$ cat src/rtl/sap_pkg.sv
// sap_pkg: shared constants for the SAP control sequencer.
//   - Opcode encodings (upper nibble of IR).
//   - T-state encodings T0..T4 (binary, 3 bits).
//   - Bit indices of the packed control word that the controller decodes
//     into individual strobes.
package sap_pkg;

  localparam int unsigned OpW     = 4;
  localparam int unsigned TStateW = 3;

  localparam logic [OpW-1:0] OP_LDA = 4'b0000;
  localparam logic [OpW-1:0] OP_ADD = 4'b0001;
  localparam logic [OpW-1:0] OP_SUB = 4'b0010;
  localparam logic [OpW-1:0] OP_STA = 4'b0100;
  localparam logic [OpW-1:0] OP_LDI = 4'b0101;
  localparam logic [OpW-1:0] OP_JMP = 4'b0110;
  localparam logic [OpW-1:0] OP_JC  = 4'b0111;
  localparam logic [OpW-1:0] OP_JZ  = 4'b1000;
  localparam logic [OpW-1:0] OP_OUT = 4'b1110;
  localparam logic [OpW-1:0] OP_HLT = 4'b1111;

  localparam logic [TStateW-1:0] T0 = 3'd0;
  localparam logic [TStateW-1:0] T1 = 3'd1;
  localparam logic [TStateW-1:0] T2 = 3'd2;
  localparam logic [TStateW-1:0] T3 = 3'd3;
  localparam logic [TStateW-1:0] T4 = 3'd4;

  // Control word bit positions
  localparam int unsigned CwPcOut   = 0;
  localparam int unsigned CwPcInc   = 1;
  localparam int unsigned CwJump    = 2;
  localparam int unsigned CwMarIn   = 3;
  localparam int unsigned CwRamOut  = 4;
  localparam int unsigned CwRamIn   = 5;
  localparam int unsigned CwIrIn    = 6;
  localparam int unsigned CwIrOut   = 7;
  localparam int unsigned CwAIn     = 8;
  localparam int unsigned CwAOut    = 9;
  localparam int unsigned CwBIn     = 10;
  localparam int unsigned CwAluOut  = 11;
  localparam int unsigned CwSub     = 12;
  localparam int unsigned CwFlagsIn = 13;
  localparam int unsigned CwOutIn   = 14;
  localparam int unsigned CwW       = 15;

  typedef logic [CwW-1:0] ctrl_word_t;

endpackage

$ cat src/rtl/sap_step_counter.sv
// sap_step_counter: T-state counter for the SAP sequencer.
//   clk_i      clock, posedge active
//   rst_ni     asynchronous active-low reset (counter -> T0)
//   restart_i  current step is the last one of the instruction; go to T0 next
//   freeze_i   hold the current T-state (halt)
//   t_state_o  current T-state, binary
// Freeze has priority over restart. The counter also wraps by itself after
// LastState so it can never leave the legal range.
module sap_step_counter
  import sap_pkg::*;
#(
  parameter int unsigned LastState = 4
) (
  input  logic               clk_i,
  input  logic               rst_ni,
  input  logic               restart_i,
  input  logic               freeze_i,
  output logic [TStateW-1:0] t_state_o
);

  logic [TStateW-1:0] t_state_d, t_state_q;

  always_comb begin
    t_state_d = t_state_q;
    if (freeze_i) begin
      t_state_d = t_state_q;
    end else if (restart_i || (t_state_q >= TStateW'(LastState))) begin
      t_state_d = T0;
    end else begin
      t_state_d = t_state_q + TStateW'(1);
    end
  end

  always_ff @(posedge clk_i or negedge rst_ni) begin
    if (!rst_ni) begin
      t_state_q <= T0;
    end else begin
      t_state_q <= t_state_d;
    end
  end

  assign t_state_o = t_state_q;

endmodule

$ cat src/rtl/sap_controller.sv
// sap_controller: control sequencer for the SAP CPU.
// Steps T0..T4, decodes ir_opcode and drives one-hot control strobes.
//   clock, reset_n        posedge clock, asynchronous active-low reset
//   ir_opcode             IR upper nibble, used from T2 onward
//   carry_flag/zero_flag  ALU flags (only used for JC/JZ)
//   pc_out..out_in        bus/register control strobes, combinational
//   hlt                   CPU halted
//   t_state               current T-state (debug)
// Build option: define COND_JUMP_EN to enable JC (0111) and JZ (1000);
// without it both decode as NOP and the flag inputs are ignored.
module sap_controller
  import sap_pkg::*;
#(
  parameter int unsigned OPCODE_W = 4,
  parameter int unsigned T_STATES = 5  // only 5 is meaningful
) (
  input  logic                clock,
  input  logic                reset_n,
  input  logic [OPCODE_W-1:0] ir_opcode,
  input  logic                carry_flag,
  input  logic                zero_flag,
  output logic                pc_out,
  output logic                pc_inc,
  output logic                jump,
  output logic                mar_in,
  output logic                ram_out,
  output logic                ram_in,
  output logic                ir_in,
  output logic                ir_out,
  output logic                a_in,
  output logic                a_out,
  output logic                b_in,
  output logic                alu_out,
  output logic                sub,
  output logic                flags_in,
  output logic                out_in,
  output logic                hlt,
  output logic [2:0]          t_state
);

  logic               halted_d, halted_q;
  logic               halt_set;
  logic               restart;
  logic [TStateW-1:0] t_state_cur;
  ctrl_word_t         cw;
  ctrl_word_t         cw_gated;

`ifndef COND_JUMP_EN
  logic unused_flags;
  assign unused_flags = carry_flag ^ zero_flag;
`endif

  sap_step_counter #(
    .LastState (T_STATES - 1)
  ) u_step_counter (
    .clk_i     (clock),
    .rst_ni    (reset_n),
    .restart_i (restart),
    .freeze_i  (halted_q | halt_set),
    .t_state_o (t_state_cur)
  );

  always_comb begin
    cw       = '0;
    restart  = 1'b0;
    halt_set = 1'b0;
    unique case (t_state_cur)
      T0: begin
        cw[CwPcOut] = 1'b1;
        cw[CwMarIn] = 1'b1;
      end
      T1: begin
        cw[CwRamOut] = 1'b1;
        cw[CwIrIn]   = 1'b1;
        cw[CwPcInc]  = 1'b1;
      end
      T2: begin
        restart = 1'b1;
        case (ir_opcode)
          OPCODE_W'(OP_LDA), OPCODE_W'(OP_ADD), OPCODE_W'(OP_SUB), OPCODE_W'(OP_STA): begin
            cw[CwIrOut] = 1'b1;
            cw[CwMarIn] = 1'b1;
            restart     = 1'b0;
          end
          OPCODE_W'(OP_LDI): begin
            cw[CwIrOut] = 1'b1;
            cw[CwAIn]   = 1'b1;
          end
          OPCODE_W'(OP_JMP): begin
            cw[CwIrOut] = 1'b1;
            cw[CwJump]  = 1'b1;
          end
`ifdef COND_JUMP_EN
          OPCODE_W'(OP_JC): begin
            cw[CwIrOut] = carry_flag;
            cw[CwJump]  = carry_flag;
          end
          OPCODE_W'(OP_JZ): begin
            cw[CwIrOut] = zero_flag;
            cw[CwJump]  = zero_flag;
          end
`endif
          OPCODE_W'(OP_OUT): begin
            cw[CwAOut]  = 1'b1;
            cw[CwOutIn] = 1'b1;
          end
          OPCODE_W'(OP_HLT): begin
            halt_set = 1'b1;
            restart  = 1'b0;
          end
          default: ;  // NOP
        endcase
      end
      T3: begin
        restart = 1'b1;
        case (ir_opcode)
          OPCODE_W'(OP_LDA): begin
            cw[CwRamOut] = 1'b1;
            cw[CwAIn]    = 1'b1;
          end
          OPCODE_W'(OP_ADD), OPCODE_W'(OP_SUB): begin
            cw[CwRamOut] = 1'b1;
            cw[CwBIn]    = 1'b1;
            restart      = 1'b0;
          end
          OPCODE_W'(OP_STA): begin
            cw[CwAOut]  = 1'b1;
            cw[CwRamIn] = 1'b1;
          end
          default: ;  // only reachable if the opcode changed mid-instruction
        endcase
      end
      T4: begin
        restart = 1'b1;
        if (ir_opcode == OPCODE_W'(OP_ADD) || ir_opcode == OPCODE_W'(OP_SUB)) begin
          cw[CwAluOut]  = 1'b1;
          cw[CwAIn]     = 1'b1;
          cw[CwFlagsIn] = 1'b1;
          cw[CwSub]     = (ir_opcode == OPCODE_W'(OP_SUB));
        end
      end
      default: restart = 1'b1;
    endcase
  end

  // Strobes must be quiet the instant reset asserts, not at the next edge.
  assign cw_gated = (reset_n && !halted_q) ? cw : '0;
  assign halted_d = halted_q | halt_set;

  always_ff @(posedge clock or negedge reset_n) begin
    if (!reset_n) begin
      halted_q <= 1'b0;
    end else begin
      halted_q <= halted_d;
    end
  end

  assign pc_out   = cw_gated[CwPcOut];
  assign pc_inc   = cw_gated[CwPcInc];
  assign jump     = cw_gated[CwJump];
  assign mar_in   = cw_gated[CwMarIn];
  assign ram_out  = cw_gated[CwRamOut];
  assign ram_in   = cw_gated[CwRamIn];
  assign ir_in    = cw_gated[CwIrIn];
  assign ir_out   = cw_gated[CwIrOut];
  assign a_in     = cw_gated[CwAIn];
  assign a_out    = cw_gated[CwAOut];
  assign b_in     = cw_gated[CwBIn];
  assign alu_out  = cw_gated[CwAluOut];
  assign sub      = cw_gated[CwSub];
  assign flags_in = cw_gated[CwFlagsIn];
  assign out_in   = cw_gated[CwOutIn];
  assign hlt      = reset_n & (halted_q | halt_set);
  assign t_state  = t_state_cur;

endmodule

$ cat config.mk
export PLATFORM = sky130hd
export DESIGN_NAME = sap_controller
export DESIGN_NICKNAME = d
export VERILOG_FILES = /design/src/rtl/sap_pkg.sv /design/src/rtl/sap_step_counter.sv /design/src/rtl/sap_controller.sv
export SDC_FILE = /design/constraint.sdc
export NUM_CORES = 1
export LEC_CHECK = 0
export ABC_AREA = 0
export CAP_MARGIN = 20
export CORE_MARGIN = 3
export CORE_UTILIZATION = 40
export DETAILED_ROUTE_END_ITERATION = 8
export MAX_ROUTING_LAYER = met4
export PLACE_DENSITY_LB_ADDON = 0.25
export SLEW_MARGIN = 20
export SYNTH_ARGS = -nofsm -noshare
export SYNTH_HDL_FRONTEND = slang
export SYNTH_SLANG_ARGS = --single-unit
$ cat constraint.sdc
create_clock -name clock -period 2 [get_ports clock]
set_input_delay 0.5 -clock clock [delete_from_list [all_inputs] [get_ports clock]]
set_output_delay 0.5 -clock clock [all_outputs]
set_load 0.005 [all_outputs]
After elaboration in Yosys (flattened, before gate mapping)
Cells that the tools add are included.
{ "word_totals": {"wordCells": 59, "reg_bits": 4, "out_inout_bits": 19, "inputBits": 8} }
{ "classes": {"n_reduce_logical": 12, "add_sub_neg": 1, "eq_ne": 11, "mux": 30, "n_lt_le_gt_ge": 1, "bitwise": 2} }
{ "op_table": {"columns": ["cell", "count"], "rows": [
  ["2-to-1 mux 1 bit", 21],
  ["2-to-1 mux 15 bit", 1],
  ["== test 4 x 3 -> 1 bit, second input constant", 3],
  ["2-to-1 mux 3 bit", 3],
  ["== test 4 bit, second input constant", 2],
  ["== test 3 x 2 -> 1 bit, second input constant", 2],
  ["one-hot mux 1 bit (2 select lines)", 3],
  ["one-hot mux 1 bit (3 select lines)", 2],
  ["OR reduction 6 bit", 1],
  ["OR reduction 5 bit", 1],
  ["== test 4 x 1 -> 1 bit, second input constant", 1],
  ["== test 4 x 2 -> 1 bit, second input constant", 1],
  ["zero test 4 bit", 1],
  ["OR reduction 2 bit", 2],
  ["OR reduction 4 bit", 1],
  ["adder 3 x 1 -> 3 bit, second input constant", 1],
  ["== test 3 x 1 -> 1 bit, second input constant", 1],
  ["== test 3 bit, second input constant", 1],
  [">= comparator 3 bit, second input constant", 1],
  ["zero test 3 bit", 1],
  ["OR reduction 3 bit", 1],
  ["logical OR 1 bit", 2],
  ["AND 1 bit", 1],
  ["logical AND 1 bit", 1],
  ["2 further kinds", 2]
]} }

Depth between registers and ports, before layout
{ "logic_depth": {"depth_word": 6, "depth_mapped": 6, "mapped_depth_nobuf": 6} }

Hierarchy
A second synthesis with hierarchy kept.
{ "unflattened": {"cells_unflattened": 64, "hier_area_um2": 491.7} }
{ "modules_own_cells": {"columns": ["mod", "cells_each", "instances", "area_each_um2", "seq_area_each_um2"], "rows": [
  ["sap_controller", 54, 1, 361.6, 25.0],
  ["sap_step_counter", 10, 1, 130.1, 75.1]
]} }

Worst setup path before layout
No wires, ideal clock.
{ "synth_path": {"path_type": "input to output", "startpoint": "input port ir_opcode[3]", "endpoint": "output port flags_in", "stages": 5, "slack_ps": 173, "path_buffers": 2, "arrival_ps": 1327, "required_ps": 1500, "path_cell_list": "buf_2 > nor2_1 > nand3_1 > nor3_1 > buf_4"} }
{ "synth_between": {"elab_chain_len": 5, "elab_cells_between_ends": 6, "classes_between": "2 x eq/ne; 3 x mux; 1 x reduce/logical"} }
{ "synth_lines": {"columns": ["element", "line_no", "source"], "rows": [
  ["start: declaration", "sap_controller.sv:19", "input logic [OPCODE_W-1:0] ir_opcode,"],
  ["== test 4 x 1 -> 1 bit / == test 4 x 2 -> 1 bit (equally long branches)", "sap_controller.sv:135", "if (ir_opcode == OPCODE_W'(OP_ADD) || ir_opcode == OPCODE_W'(OP_SUB)) begin"],
  ["logical OR 1 bit *", "sap_controller.sv:135", null],
  ["2-to-1 mux 3 bit *", "sap_controller.sv:135", null],
  ["2-to-1 mux 3 bit *", "sap_controller.sv:67", "unique case (t_state_cur)"],
  ["2-to-1 mux 15 bit *", "sap_controller.sv:147", "assign cw_gated = (reset_n && !halted_q) ? cw : '0;"],
  ["end: declaration", "sap_controller.sv:35", "output logic flags_in,"]
]} }
Mark *: on every way between the ends. The rest lies on a longest branch, timed or not.

Worst setup path in the final report
{ "layout_path": {"startpoint": "register u_step_counter.t_state_q[0] (netlist: u_step_counter.t_state_o[0])", "endpoint": "output port a_in"} }
{ "layout_between": {"elab_chain_len": 3, "elab_cells_between_ends": 5, "classes_between": "3 x eq/ne; 2 x mux"} }
{ "layout_lines": {"columns": ["element", "line_no", "source"], "rows": [
  ["start: declaration", "sap_step_counter.sv:21", "logic [TStateW-1:0] t_state_d, t_state_q;"],
  ["start signal: assignment", "sap_step_counter.sv:38", "t_state_q <= t_state_d;"],
  ["== test 3 bit / == test 3 x 2 -> 1 bit (equally long branches)", "sap_controller.sv:67", null],
  ["one-hot mux 1 bit (3 select lines) *", "sap_controller.sv:67", null],
  ["2-to-1 mux 15 bit *", "sap_controller.sv:147", null],
  ["end: declaration", "sap_controller.sv:30", "output logic a_in,"]
]} }
Marks and branches as above.

==> results.toml <==
[grt]
track_usage_pct = 32.1
gr-total-overflow = 0
grt_max_degree = 9
grt_pass1_vias = 927
antenna_found_initial = 0
grt_first_pass_wirelength_um = 4460

[final_layout]
instances_no_fill = 148
final_util_pct = 96.3
final_nets = 148
mostFrequentLayoutCells = "31 x buf_4, 17 x buf_2, 8 x buf_6"
final_common_cell = "buf_4"
stdcell_area_um2 = 1270
diodes = 0
fill_cells = 29
drive_above_1_share_pct = 74.4
areaGrowthSynthToFinish_pct = 120

[synth]
synth.avg_cell_area_um2 = 7.88
ys_seq_area_share_pct = 17.4
synth_nets = 86
synth_top_area_share_pct = 17.4
synth_top_cell_by_area = "dfrtp_1"
synth_cells = 73
yosys-top-cells-area = "dfrtp_1 17%, ha_1 11%, nand2b_1 6.5%, buf_6 5.9%, nand2_1 5.2%"
ys_types = 34
syn-cell-area_um2 = 576
ys_ff_latch = 4
yosysWarnings = 0

[floorplanning]
start_util_pct = 43.7
ioPinCount = 27
fp.dieH_um = 43.9
rows = 13
chipWidth_um = 43.9
dieArea_um2 = 1930
core_area_um2 = 1320

[timing]
hold_viol = 0
worst_slew_pin_slew_ns = 0.422
rsz0062_at_grt = "yes"
slew_viol_final = 0
setup_ws_ns = -0.277
timing.fmax_mhz = 439
fin_setup_tns_ns = -1.41
slew-limit-headroom_pct = 71.7
skew_ns = 0.00190
setup_violations = 13
min_period_over_period_pct = 114
whs_ns = 0.310
fin_crit_ns = 2.28

[worst_setup_path]
cpPeakStageDelay_ns = 0.41
start_kind = "flip-flop"
rrSetupSlack_ns = 0.39
cpMostUsedCell = "buf_6"
cp.required_ns = 1.50
slowest_stage = "dfrtp_1"
crit_buf_inv = 4
path_cells = "inv_2 > ha_4 > nand2b_4 > buf_6 > buf_6 > o22ai_4 > nand2_2 > a211oi_2 > buf_2"
end_kind = "primary output"
cp_top_family = "buffers and inverters"
cp_max_fo = 3
cp.arrival_ns = 1.78
critPathKind = "flip-flop to primary output"

[power]
power.total_mw = 1.45
p_leak_nw = 0.590
ir_drop_mv = 1.00
powerDensity_nw_per_um2 = 1140

[clock_tree]
cts_tree = "yes"
htreeDepth = 1
cts_buffers = 3
path_clk_slew_ns = 0.04
ctsHoldBuffers = 0
clock-sinks = 4
cts_root_buffer = "clkbuf_4"
cts_buffer_depth = 2
clk_latency_ns = 0.23

[place]
port_buffers = 24
place_hpwl_um = 1290
dpl-instance-area_um2 = 972
pre_cts_slack_ns = -0.837
gp_congestion = 0.845
dp_cells = 131

[routing]
viasPerCell = 6.30
totalWireLength_um = 3600
antenna_left = 0
drc_errors = 0
dr.pass1.iters = 4
drt_first_iter_violations = 33
wl_per_cell_um = 24.3
vias = 933

[status]
status = "finished, violations left"
violations = "negative setup slack"

[flow_run]
cap_violations = 0

[min_path]
hp-class = "input pin to async pin"
-- power by group --
part	switching [mW]	internal [mW]	total [mW]
sequential	0.0478	0.120	0.167
clock	0.0372	0.0674	0.105
combinational	0.573	0.607	1.18
-- cells in the mapped netlist --
| cell type | count |
|---|---|
| nor2_1 | 5 |
| buf_6 | 3 |
| a2111oi_0 | 1 |
| o2111ai_2 | 1 |
| buf_2 | 1 |
| nand3_2 | 1 |
| nor3b_1 | 1 |
| nor3_1 | 5 |
| or3_1 | 1 |
| nand4_1 | 1 |
| o21a_1 | 1 |
| nand3_1 | 1 |
| o21ai_0 | 2 |
| inv_1 | 4 |
| and3_2 | 1 |
| o31ai_1 | 1 |
| a21oi_1 | 2 |
| o21bai_2 | 1 |
| nand2_1 | 8 |
| ha_1 | 5 |
| buf_4 | 2 |
| dfrtp_1 | 4 |
| a211oi_1 | 1 |
| xnor2_1 | 1 |
| or2b_1 | 1 |
| maj3_2 | 1 |
| and2_1 | 2 |
| a21o_1 | 2 |
| o31ai_2 | 1 |
| clkbuf_1 | 1 |
| nand2b_1 | 6 |
| nor4_1 | 3 |
| o22ai_1 | 1 |
| o41ai_2 | 1 |
-- worst paths after layout --
| check | start | to | cells after the start |
|---|---|---|---|
| max | u_step_counter.t_state_o[0]$_DFFE_PN0P_ | a_in | 9 |
| min | reset_n | halted_q$_DFF_PN0_ | 2 |
| max reg2reg | u_step_counter.t_state_o[0]$_DFFE_PN0P_ | u_step_counter.t_state_o[2]$_DFFE_PN0P_ | 7 |
| min reg2reg | halted_q$_DFF_PN0_ | u_step_counter.t_state_o[2]$_DFFE_PN0P_ | 2 |
| max in group asynchronous | reset_n | u_step_counter.t_state_o[1]$_DFFE_PN0P_ | 2 |
| min in group clock | halted_q$_DFF_PN0_ | u_step_counter.t_state_o[2]$_DFFE_PN0P_ | 2 |
-- state kept, by name, summed over array words and instances (netlist names) --
name	count
u_step_counter.t_state_o	3
halted_q	1
-- area by class of cell --
cell class / instances / area, µm² / area share [%]
Inverter: 4 / 15.0 / 1.18
Tap cell: 15 / 18.8 / 1.48
Multi-Input combinational cell: 58 / 631 / 49.7
Timing Repair Buffer: 64 / 480 / 37.9
Sequential cell: 4 / 101 / 7.99
Clock buffer: 3 / 22.5 / 1.78
-- kinds of logic (layout without fill, tap and decap cells) --
family          after synthesis  count (layout)  synth area share (%)
compound gates               15              15                  22.2
xor+xnor                      1               1                  1.52
fa+ha+maj                     6               6                  12.8
buf+inv                      11              71                  12.6
flops                         4               4                  17.4
simple gates                 36              36                  33.5
-- per-layer routing --
metal / global-route usage (%) / wire [µm] / vias up / share of wire [%]
met5: - / 0 / - / 0
met4: 15.1 / 327 / 0 / 9.1
met3: 4.56 / 327 / 45 / 9.1
met2: 58.7 / 1750 / 92 / 49
met1: 32.9 / 1200 / 415 / 33
li1: - / - / 381 / -
-- repair_timing --
| action | CTS | global route |
|---|---|---|
| gates resized for setup | 107 | 25 |
| buffers inserted | 12 | 4 |
| pin swaps | 12 | 9 |
| gates cloned | 1 | 0 |
| endpoints found under the hold margin | 0 | 0 |
| setup endpoints to repair | 17 | 16 |
Note: power is estimated with default switching activity, not from simulation.
